`src/rtl/axis_sync_fifo.sv`:
```
// axis_sync_fifo: single-clock first-word-fall-through AXI4-Stream FIFO with level and packet count.
module axis_sync_fifo #(
    parameter int DATA_W = 8,
    parameter int DEPTH  = 8
) (
    input  logic                     clk,
    input  logic                     reset,
    input  logic [DATA_W-1:0]        s_tdata,
    input  logic                     s_tvalid,
    input  logic                     s_tlast,
    output logic                     s_tready,
    output logic [DATA_W-1:0]        m_tdata,
    output logic                     m_tvalid,
    output logic                     m_tlast,
    input  logic                     m_tready,
    output logic [$clog2(DEPTH):0]   level,
    output logic [$clog2(DEPTH):0]   pkt_cnt
);
    localparam int AW = $clog2(DEPTH);
    localparam int LW = AW + 1;

    logic [DATA_W:0] mem_q [DEPTH];
    logic [AW-1:0]   wr_ptr_q, wr_ptr_d, rd_ptr_q, rd_ptr_d;
    logic [LW-1:0]   level_q, level_d, pkt_q, pkt_d;
    logic            s_tready_q, s_tready_d;
    logic            push, pop;

    assign m_tvalid            = level_q != '0;
    assign {m_tlast, m_tdata}  = mem_q[rd_ptr_q];
    assign s_tready            = s_tready_q;
    assign level               = level_q;
    assign pkt_cnt             = pkt_q;

    always_comb begin
        push       = s_tvalid && s_tready_q;
        pop        = m_tvalid && m_tready;
        wr_ptr_d   = wr_ptr_q + AW'(push);
        rd_ptr_d   = rd_ptr_q + AW'(pop);
        level_d    = level_q + LW'(push) - LW'(pop);
        pkt_d      = pkt_q + LW'(push && s_tlast) - LW'(pop && m_tlast);
        // ready is a flop of the next level, so m_tready never reaches s_tready combinationally
        s_tready_d = level_d != LW'(DEPTH);
    end

    always_ff @(posedge clk or posedge reset) begin
        if (reset) begin
            wr_ptr_q   <= '0;
            rd_ptr_q   <= '0;
            level_q    <= '0;
            pkt_q      <= '0;
            s_tready_q <= 1'b0;
        end else begin
            wr_ptr_q   <= wr_ptr_d;
            rd_ptr_q   <= rd_ptr_d;
            level_q    <= level_d;
            pkt_q      <= pkt_d;
            s_tready_q <= s_tready_d;
        end
    end

    always_ff @(posedge clk) begin
        if (push) mem_q[wr_ptr_q] <= {s_tlast, s_tdata};
    end
endmodule

```
`config.mk`:
```
export PLATFORM = sky130hd
export DESIGN_NAME = axis_sync_fifo
export DESIGN_NICKNAME = d
export VERILOG_FILES = /design/src/rtl/axis_sync_fifo.sv
export SDC_FILE = /design/constraint.sdc
export NUM_CORES = 1
export LEC_CHECK = 0
export ABC_AREA = 1
export CORE_MARGIN = 2
export CORE_UTILIZATION = 55
export CTS_CLUSTER_DIAMETER = 30
export CTS_CLUSTER_SIZE = 40
export DETAILED_ROUTE_END_ITERATION = 6
export GPL_TIMING_DRIVEN = 0
export PLACE_DENSITY = 0.76
export SLEW_MARGIN = 20
export SYNTH_ARGS = -nofsm -noshare
export SYNTH_HDL_FRONTEND = slang
export SYNTH_SLANG_ARGS = --single-unit
```
`constraint.sdc`:
```
create_clock -name clk -period 4.9 [get_ports clk]
set_input_delay 0.98 -clock clk [delete_from_list [all_inputs] [get_ports clk]]
set_output_delay 0.98 -clock clk [all_outputs]
set_load 0.05 [all_outputs]
```
Word-level counts from Yosys, hierarchy flattened
Memory sizes are Yosys's and may differ from the RTL's.
Index checks and enable logic that the tools add are counted.
{"block": "totals", "mem_bits_rw": 72, "register_bits": 15, "output_inout_bits": 19, "elab_cells": 20, "n_memories": 1, "in_bits": 13}
{"block": "classes", "addsub": 6, "mux": 2, "reduce_logical": 5, "eq_ne": 1}
{"memory": "mem_q", "words": 8, "width": 9, "read_ports": 1, "rd_clocked_by_memory_dff": 0, "wr": 1, "line": "22", "source": "logic [DATA_W:0] mem_q [DEPTH];"}
{"op": "adder 4 x 1 -> 4 bit", "n": 2}
{"op": "subtractor 4 x 1 -> 4 bit", "n": 2}
{"op": "adder 3 x 1 -> 3 bit", "n": 2}
{"op": "logical AND 1 bit", "n": 4}
{"op": "!= test 4 bit (second input constant)", "n": 1}
{"op": "nonzero test 4 bit", "n": 1}
{"op": "2-to-1 mux 1 bit", "n": 2}

Longest topological paths before layout
Gate-level depths: netlist of run 1.
{"block": "logic_depth", "ltp_word": 4, "mapped_depth": 16, "mapped_depth_nobuf": 15}

Worst setup path before layout of run 1
OpenSTA, ideal clock, no wires.
{"block": "synth_timing", "path_kind": "register -> register", "from": "reg level_q[2], in the netlist level[2]", "to": "reg s_tready_q, in the netlist s_tready", "setup_ns": 0.124, "setup_slack_ns": 2.165, "t_arrival_ns": 2.611, "stages_incl_launch_ff": 12, "t_required_ns": 4.776, "period_less_slack_ns": 2.735, "n_path_buf": 0, "cell_sequence": "dfrtp_1 inv_1 ha_1 nand2_1 nand2_1 inv_1 ha_1 inv_1 ha_1 fa_1 nor3_1 nand2_1"}
{"block": "synth_between", "elab_chain_cells": 4, "word_cells_on_any_way": 5, "cone_classes": "add/sub (2); eq/ne (1); reduce/logical (2)"}
{"element": "from (decl)", "line": "24", "source": "logic [LW-1:0] level_q, level_d, pkt_q, pkt_d;"}
{"element": "from (signal assigned)", "line": "55", "source": "level_q <= level_d;"}
{"element": "nonzero test 4 bit", "line": "28", "source": "assign m_tvalid = level_q != '0;"}
{"element": "via m_tvalid", "line": "13", "source": "output logic m_tvalid,"}
{"element": "logical AND 1 bit", "line": "36", "source": "pop = m_tvalid && m_tready;"}
{"element": "subtractor 4 x 1 -> 4 bit", "line": "39", "source": "level_d = level_q + LW'(push) - LW'(pop);"}
{"element": "via level_d[1]", "line": "24"}
{"element": "!= test 4 bit", "line": "42", "source": "s_tready_d = level_d != LW'(DEPTH);"}
{"element": "via s_tready_d", "line": "25", "source": "logic s_tready_q, s_tready_d;"}
{"element": "to (signal assigned)", "line": "57", "source": "s_tready_q <= s_tready_d;"}
{"element": "to (decl)", "line": "25"}
The timed path passes the listed nets, and every way through them passes these cells.

Worst setup path in the final report of run 1
{"block": "layout_timing", "from": "reg rd_ptr_q[1]", "to": "out m_tdata[1]"}
{"block": "layout_between", "elab_chain_cells": 1}
{"element": "from (decl)", "line": "23", "source": "logic [AW-1:0] wr_ptr_q, wr_ptr_d, rd_ptr_q, rd_ptr_d;"}
{"element": "from (signal assigned)", "line": "54", "source": "rd_ptr_q <= rd_ptr_d;"}
{"element": "memory (8 x 9 bit)"}
{"element": "to (decl)", "line": "12", "source": "output logic [DATA_W-1:0] m_tdata,"}
Every way passes these cells.

==> load_flow_metrics.sql, run 1 <==
INSERT INTO impl_metrics (metric_group, metric, value, unit) VALUES
('cells_and_area', 'nets', '402', ''),
('worst_setup_path', 'setup.worst_path.class', 'reg2out', ''),
('floorplan', 'start_util', '56.44', '%'),
('detailed_routing', 'route.detailed.drc', '0', ''),
('timing', 'final.setup.tns', '0', 'ps'),
('synthesis', 'synth_top_family_by_area', 'simple AND/OR/NAND/NOR gates', ''),
('timing', 'timing.final.crit_period', '3275', 'ps'),
('clocking', 'cts_setup_buffers', '0', ''),
('cells_and_area', 'n_fill_cell', '502', ''),
('worst_hold_path', 'min_path_type', 'reg2reg', ''),
('timing', 'timing_worst_slew_pin_value', '1020', 'ps'),
('detailed_routing', 'via_per_inst', '5.294', ''),
('clocking', 'clk_path_buf_depth', '2', ''),
('synthesis', 'synth_compound_area_share', '4.487', '%'),
('detailed_routing', 'detailedRoute.firstPassIterationCount', '4', ''),
('worst_setup_path', 'critical-path-top-cell-by-count', 'nand2_1', ''),
('job', 'reported_max_cap_violation_count', '0', ''),
('synthesis', 'synthesized_area_divided_by_synthesized_cell_count', '11.42', 'um^2'),
('detailed_routing', 'dr.first_iter.drc_count', '146', ''),
('detailed_routing', 'vias', '2430', ''),
('power', 'leakagePower', '0.001790', 'uW'),
('global_routing', 'grt_pass1_vias', '2349', ''),
('detailed_routing', 'postRouteWirelength', '7.139', 'mm'),
('global_routing', 'grt_antenna_before_repair', '0', ''),
('placed_design', 'place_hpwl', '4.823', 'mm'),
('timing', 'fin_worst_skew', '6.402', 'ps'),
('clocking', 'clk_pin_slew_worst_paths', '80', 'ps'),
('floorplan', 'boundaryPins', '32', ''),
('clocking', 'cts_resized', '0', ''),
('synthesis', 'synth_top_cell_by_area', 'edfxtp_1', ''),
('clocking', 'clk_lat_worst_skew', '350', 'ps'),
('clocking', 'cts_buffer_count', '9', ''),
('clocking', 'maximum_level_of_the_cts_h_tree', '3', ''),
('synthesis', 'synth.distinct_cells', '23', ''),
('clocking', 'clock-sinks', '87', ''),
('timing', 'report.final.hold_viol_count', '0', ''),
('synthesis', 'post_synth_xor_area_fraction', '1.386', '%'),
('cells_and_area', 'area_delta_synth_final', '15.77', '%'),
('timing', 'grt_setup_unrepaired', 'false', ''),
('synthesis', 'yosysWarnings', '0', ''),
('synthesis', 'synth_seq_cells', '87', ''),
('synthesis', 'synth_instances', '332', ''),
('detailed_routing', 'final_antenna_violating_net_count', '0', ''),
('worst_setup_path', 'slowest_stage', 'clkdlybuf4s50_1', ''),
('placed_design', 'place.gp.congestion', '0.8050', ''),
('global_routing', 'overflow', '0', ''),
('run_status', 'outcome', 'finished, final reports clean', ''),
('synthesis', 'synth_top_cells_by_area', 'edfxtp_1 57%, dfrtp_1 9.9%, nor2_1 7.2%, nand2_1 6.3%, ha_1 4.3%', ''),
('timing', 'period_share', '66.83', '%'),
('synthesis', 'synth_area', '3792', 'um^2'),
('synthesis', 'yosys.area_share.adder', '5.345', '%'),
('timing', 'slew_viol_final', '0', ''),
('cells_and_area', 'layout-drive-gt1-share', '7.652', '%'),
('timing', 'max_clock_freq', '305.4', 'MHz'),
('worst_setup_path', 'required', '3920', 'ps'),
('clocking', 'cts_tree', 'done', ''),
('synthesis', 'yosys.area.top_type_share', '57.01', '%'),
('cells_and_area', 'regArea', '2537', 'um^2'),
('placed_design', 'portBuffers', '31', ''),
('global_routing', 'grt_pass1_wl', '11.56', 'mm'),
('timing', 'headroom_to_the_max_slew_limit', '31.75', '%'),
('synthesis', 'synth_fp_nets', '360', ''),
('cells_and_area', 'final_common_cell', 'nor2_1', ''),
('global_routing', 'all_layer_global_routing_usage', '20.99', '%'),
('worst_setup_path', 'endpoint_kind', 'primary output', ''),
('worst_setup_path', 'critical_path.startpoint_type', 'register', ''),
('cells_and_area', 'most_frequent_cells_in_the_layout', '73 x nor2_1, 72 x edfxtp_1, 64 x nand2_1', ''),
('timing', 'hold_slack', '513.8', 'ps'),
('floorplan', 'die_height', '87.04', 'um'),
('synthesis', 'synthMuxAreaShare', '0', '%'),
('cells_and_area', 'num_antenna_cells', '0', '');
flip-flops by register name, indices dropped and copies added, names as in the netlist:
name / flops
pkt_cnt: 4
wr_ptr_q: 3
s_tready: 1
level: 4
mem_q: 72
rd_ptr_q: 3
cells by family after synthesis:
family	count (synthesis)
simple gates	148
flops	87
buf+inv	42
compound gates	34
fa+ha+maj	15
xor+xnor	6
power by group:
| part | switching (uW) | leakage (uW) | total, uW | internal (uW) |
|---|---|---|---|---|
| clock network | 244 | 0.0000941 | 478 | 234 |
| logic | 1040 | 0.000870 | 1600 | 559 |
| registers | 65.5 | 0.000827 | 1030 | 962 |
| total | 1350 | 0.00179 | 3110 | 1760 |
final timing paths:
kind                                   from     endpoint  slack, ps  depth (start not counted)
min in group asynchronous             reset  wr_ptr_q[1]        990                          2
worst max register to register  rd_ptr_q[1]   pkt_cnt[3]       2580                         16
worst max-delay path            rd_ptr_q[1]   m_tdata[1]       1630                          9
worst min register to register   pkt_cnt[0]   pkt_cnt[0]        510                          1
max in group asynchronous             reset  rd_ptr_q[1]       3540                          2
worst min-delay path             pkt_cnt[0]   pkt_cnt[0]        510                          1
cells in the mapped netlist (all sizes together):
master   n
ha      13
fa       2
nand2   64
buf     11
a21oi    1
dfrtp   15
inv     30
nand3    7
or2      1
nor2    74
edfxtp  72
clkinv   1
xnor2    1
xor2     5
o21ai   33
nand3b   1
nor3     1
per-layer routing:
layer | wire length [um] | up-vias | global-route usage [%]
met5 | 0 | - | 0
met4 | 75 | 0 | 8.807
met3 | 458 | 6 | 4.550
met2 | 3443 | 80 | 32.34
met1 | 3162 | 1164 | 29.11
li1 | - | 1180 | -
critical path, delay by kind of cell, from the launching register on:
family,cells,cell delay (ps)
buffers and inverters,4,1190
flip-flops,1,370
AND/OR/NAND/NOR,4,310
AO/OA/AOI/OAI,1,90
final cells by class:
cell class                 instances  area share, %
buffer                            11          2.992
clock buffer                      10          2.907
clock inverter                     6          1.368
inverter                          31          2.821
multi-input combinational        203          22.77
sequential                        87          57.79
tap                               80          2.280
timing repair buffer              31          7.068
metrics by stage:
step                      setup slack (ps)  utilization, %  std cells  total power (uW)  instance area [um^2]
after global routing                  1495           65.34        459              3323                  4390
after global placement                1915           62.55        443              2601                  4203
after floorplan                       2165               -        332              2190                  3792
after detailed placement              1874           62.55        443              2657                  4203
after CTS                             1589           65.34        459              3133                  4390
final                                 1625           65.34        459              3108                  4390
Power figures use the tool's default switching activity.
==> run 2: changes to the inputs <==
--- a/config.mk
+++ b/config.mk
@@ -7,7 +7,7 @@
 export LEC_CHECK = 0
 export ABC_AREA = 1
 export CORE_MARGIN = 2
-export CORE_UTILIZATION = 55
+export CORE_UTILIZATION = 52
 export CTS_CLUSTER_DIAMETER = 30
 export CTS_CLUSTER_SIZE = 40
 export DETAILED_ROUTE_END_ITERATION = 6
==> constraint.sdc (replaced) <==
create_clock -name clk -period 2.73 [get_ports clk]
set_input_delay 0.546 -clock clk [delete_from_list [all_inputs] [get_ports clk]]
set_output_delay 0.546 -clock clk [all_outputs]
set_load 0.05 [all_outputs]
==> run 2 against run 1 <==
First-iteration DRC count grew 69%; die area grew 5.5%; utilization shrank 3.3 points; hold slack gained 1.8 ps; clock skew grew 3.7 ps; final area grew 1.5%; non-clock buffer count is the same; sequential share of layout area shrank 0.84 points; global-route usage shrank 1.3 points; power grew 83%; final cell count grew 4.1%; sequential power grew 80%; highest routed layer unchanged.
==> load_flow_metrics.sql, run 2 (synthesis results as in run 1) <==
INSERT INTO impl_metrics (metric_group, metric, value, unit) VALUES
('detailed_routing', 'via_per_inst', '5.006', ''),
('timing', 'max_clock_freq', '388.8', 'MHz'),
('power', 'sequentialPowerShare', '32.5', '%'),
('global_routing', 'overflow', '0', ''),
('cells_and_area', 'final_common_cell', 'nor2_1', ''),
('detailed_routing', 'vias', '2393', ''),
('timing', 'final.setup.tns', '0', 'ps'),
('cells_and_area', 'max_flop_register', 'mem_q', ''),
('detailed_routing', 'route.detailed.drc', '0', ''),
('timing', 'fin_worst_skew', '10.12', 'ps'),
('global_routing', 'groute.layer.met1.usage', '26.73', '%'),
('worst_setup_path', 'setup.worst_path.class', 'reg2out', ''),
('timing', 'timing.final.crit_period', '2572', 'ps'),
('timing', 'hold_slack', '515.5', 'ps'),
('detailed_routing', 'detailedRoute.firstPassIterationCount', '5', ''),
('worst_setup_path', 'required', '2180', 'ps'),
('clocking', 'clk_pin_slew_worst_paths', '80', 'ps'),
('worst_setup_path', 'timing.critical_path.arrival', '2030', 'ps'),
('power', 'netSwitchingPower', '2429', 'uW'),
('floorplan', 'start_util', '52.85', '%'),
('cells_and_area', 'num_antenna_cells', '0', ''),
('power', 'leakagePower', '0.001826', 'uW'),
('cells_and_area', 'area_delta_synth_final', '17.49', '%'),
('global_routing', 'grt_pass1_wl', '11.33', 'mm'),
('floorplan', 'boundaryPins', '32', ''),
('clocking', 'cts_buffer_count', '9', ''),
('worst_setup_path', 'worst_r2r_startpoint', 'rd_ptr_q[1]', ''),
('timing', 'setup_viol', '0', ''),
('global_routing', 'grt_pass1_vias', '2371', ''),
('worst_hold_path', 'min_path_type', 'reg2reg', ''),
('cells_and_area', 'largest_register_ffs', '72', ''),
('power', 'internal_dissipation', '3255', 'uW'),
('floorplan', 'chipWidth', '89.40', 'um'),
('worst_setup_path', 'largest_driver_fanout_on_the_critical_path', '10', ''),
('detailed_routing', 'routedWlPerCell', '15.24', 'um'),
('clocking', 'cts_tree', 'done', ''),
('placed_design', 'portBuffers', '31', ''),
('power', 'share_comb_of_total_power', '49.1', '%'),
('clocking', 'clk_path_buf_depth', '2', ''),
('power', 'highest_ir_drop_seen_on_vdd', '0.9382', 'mV'),
('worst_setup_path', 'critPathLaunch', 'rd_ptr_q[1]', ''),
('timing', 'timing_worst_slew_pin_value', '1059', 'ps'),
('global_routing', 'gr-usage-met3', '2.955', '%'),
('global_routing', 'all_layer_global_routing_usage', '19.65', '%'),
('cells_and_area', 'layout-drive-gt1-share', '7.916', '%'),
('worst_setup_path', 'critical_path.startpoint_type', 'register', ''),
('floorplan', 'std_cell_rows', '31', ''),
('placed_design', 'place.gp.congestion', '0.7823', ''),
('timing', 'slew_viol_final', '0', ''),
('job', 'reported_max_cap_violation_count', '0', ''),
('clocking', 'maximum_level_of_the_cts_h_tree', '3', ''),
('timing', 'headroom_to_the_max_slew_limit', '29.12', '%'),
('global_routing', 'grt_start_max_net_pins', '16', ''),
('clocking', 'cts_setup_buffers', '0', ''),
('clocking', 'clock-sinks', '87', ''),
('global_routing', 'grt_util_met2', '32.26', '%'),
('detailed_routing', 'final_antenna_violating_net_count', '0', ''),
('clocking', 'cts_root_buf', 'clkbuf_8', ''),
('floorplan', 'fp.dieArea', '7992', 'um^2'),
('worst_hold_path', 'hold_path_depth', '1', ''),
('timing', 'report.final.hold_viol_count', '0', ''),
('floorplan', 'design.core.area', '7176', 'um^2'),
('run_status', 'outcome', 'finished, final reports clean', ''),
('worst_setup_path', 'ff2ff_path_depth', '16', ''),
('power', 'p_sw_share', '42.74', '%'),
('global_routing', 'grt_antenna_before_repair', '0', ''),
('placed_design', 'place_hpwl', '4.761', 'mm'),
('detailed_routing', 'postRouteWirelength', '7.284', 'mm'),
('timing', 'period_share', '94.22', '%'),
('floorplan', 'die_height', '89.40', 'um'),
('global_routing', 'busiest_layer', 'met2', ''),
('timing', 'grt_setup_unrepaired', 'false', ''),
('cells_and_area', 'most_frequent_cells_in_the_layout', '73 x nor2_1, 72 x edfxtp_1, 63 x nand2_1', ''),
('power', 'pwr-share-clk', '18.4', '%'),
('worst_hold_path', 'holdCritStartpoint', 'pkt_cnt[0]', ''),
('cells_and_area', 'nets', '402', ''),
('detailed_routing', 'dr.first_iter.drc_count', '247', ''),
('worst_setup_path', 'endpoint_kind', 'primary output', ''),
('clocking', 'clk_lat_worst_skew', '350', 'ps'),
('power', 'power_density', '1276', 'nW/um^2');
[run 2: changes by cell type in the layout (fill, tap and decap cells not counted), sizes merged]
cell           previous run  this run
dlygate4sd2               0         9
clkbuf                   10        11
inv                      31        30
bufinv                    1         3
clkdlybuf4s50            31        22
clkinv                    4         2
[run 2: power groups by stage]
stage | registers [uW] | clock network (uW) | logic, uW
after CTS | 1850 | 1050 | 2810
after global routing | 1870 | 1100 | 3070
after global placement | 1870 | 0 | 2790
final | 1850 | 1050 | 2790
after detailed placement | 1880 | 0 | 2890
after floorplan | 2070 | 0 | 1860
[run 2: critical path: stages (launching register included)]
cell	delay (ps)
dfrtp_1	400
buf_6	160
inv_4	120
buf_8	150
nand3_1	80
nand3_1	70
nand2_1	110
inv_1	60
dlygate4sd2_1	510
[run 2: through the flow]
step	total power [uW]	setup slack [ps]	utilization, %	std cells	instance area, um^2
global route	6047	44.30	62.09	478	4456
CTS	5712	133.0	62.09	478	4456
finish	5685	157.9	62.09	478	4456
detailed placement	4767	168.6	58.94	462	4229
global placement	4658	196.5	58.94	462	4229
floorplan	3936	149.2	-	332	3795
[run 2: what timing repair did]
action                                 4_1_cts  5_1_grt
hold buffers                                 0        0
endpoints found under the hold margin        0        0
setup endpoints to repair                    9        0
gates resized for setup                      9        0
[run 2: worst paths after layout]
check	end	slack [ps]
setup / recovery	m_tlast	160
max in group asynchronous	wr_ptr_q[1]	1780
min in group asynchronous	pkt_cnt[3]	560
setup reg to reg	pkt_cnt[3]	380
hold reg to reg	pkt_cnt[0]	520
hold / removal	pkt_cnt[0]	520
[run 2: layer usage]
| metal | share of wire [%] | up-vias |
|---|---|---|
| met5 | 0 | - |
| met4 | 0.66 | 0 |
| met3 | 5.5 | 4 |
| met2 | 51 | 63 |
| met1 | 43 | 1151 |
| li1 | - | 1175 |
[run 2: area by class of cell]
cell class | count | area (um^2)
Buffer | 11 | 131.4
Inverter | 31 | 123.9
Multi-Input combinational cell | 203 | 1002
Sequential cell | 87 | 2537
Fill cell | 554 | 2720
Clock buffer | 11 | 131.4
Timing Repair Buffer | 31 | 299.0
Clock inverter | 5 | 106.4
Tap cell | 99 | 123.9
==> run 3: changes to the inputs <==
--- a/config.mk
+++ b/config.mk
@@ -11,6 +11,7 @@
 export CTS_CLUSTER_DIAMETER = 30
 export CTS_CLUSTER_SIZE = 40
 export DETAILED_ROUTE_END_ITERATION = 6
+export GPL_ROUTABILITY_DRIVEN = 0
 export GPL_TIMING_DRIVEN = 0
 export PLACE_DENSITY = 0.76
 export SLEW_MARGIN = 20
==> results of run 3 <==
Same layout as run 2: the final DEF is identical, and so are final timing and power.
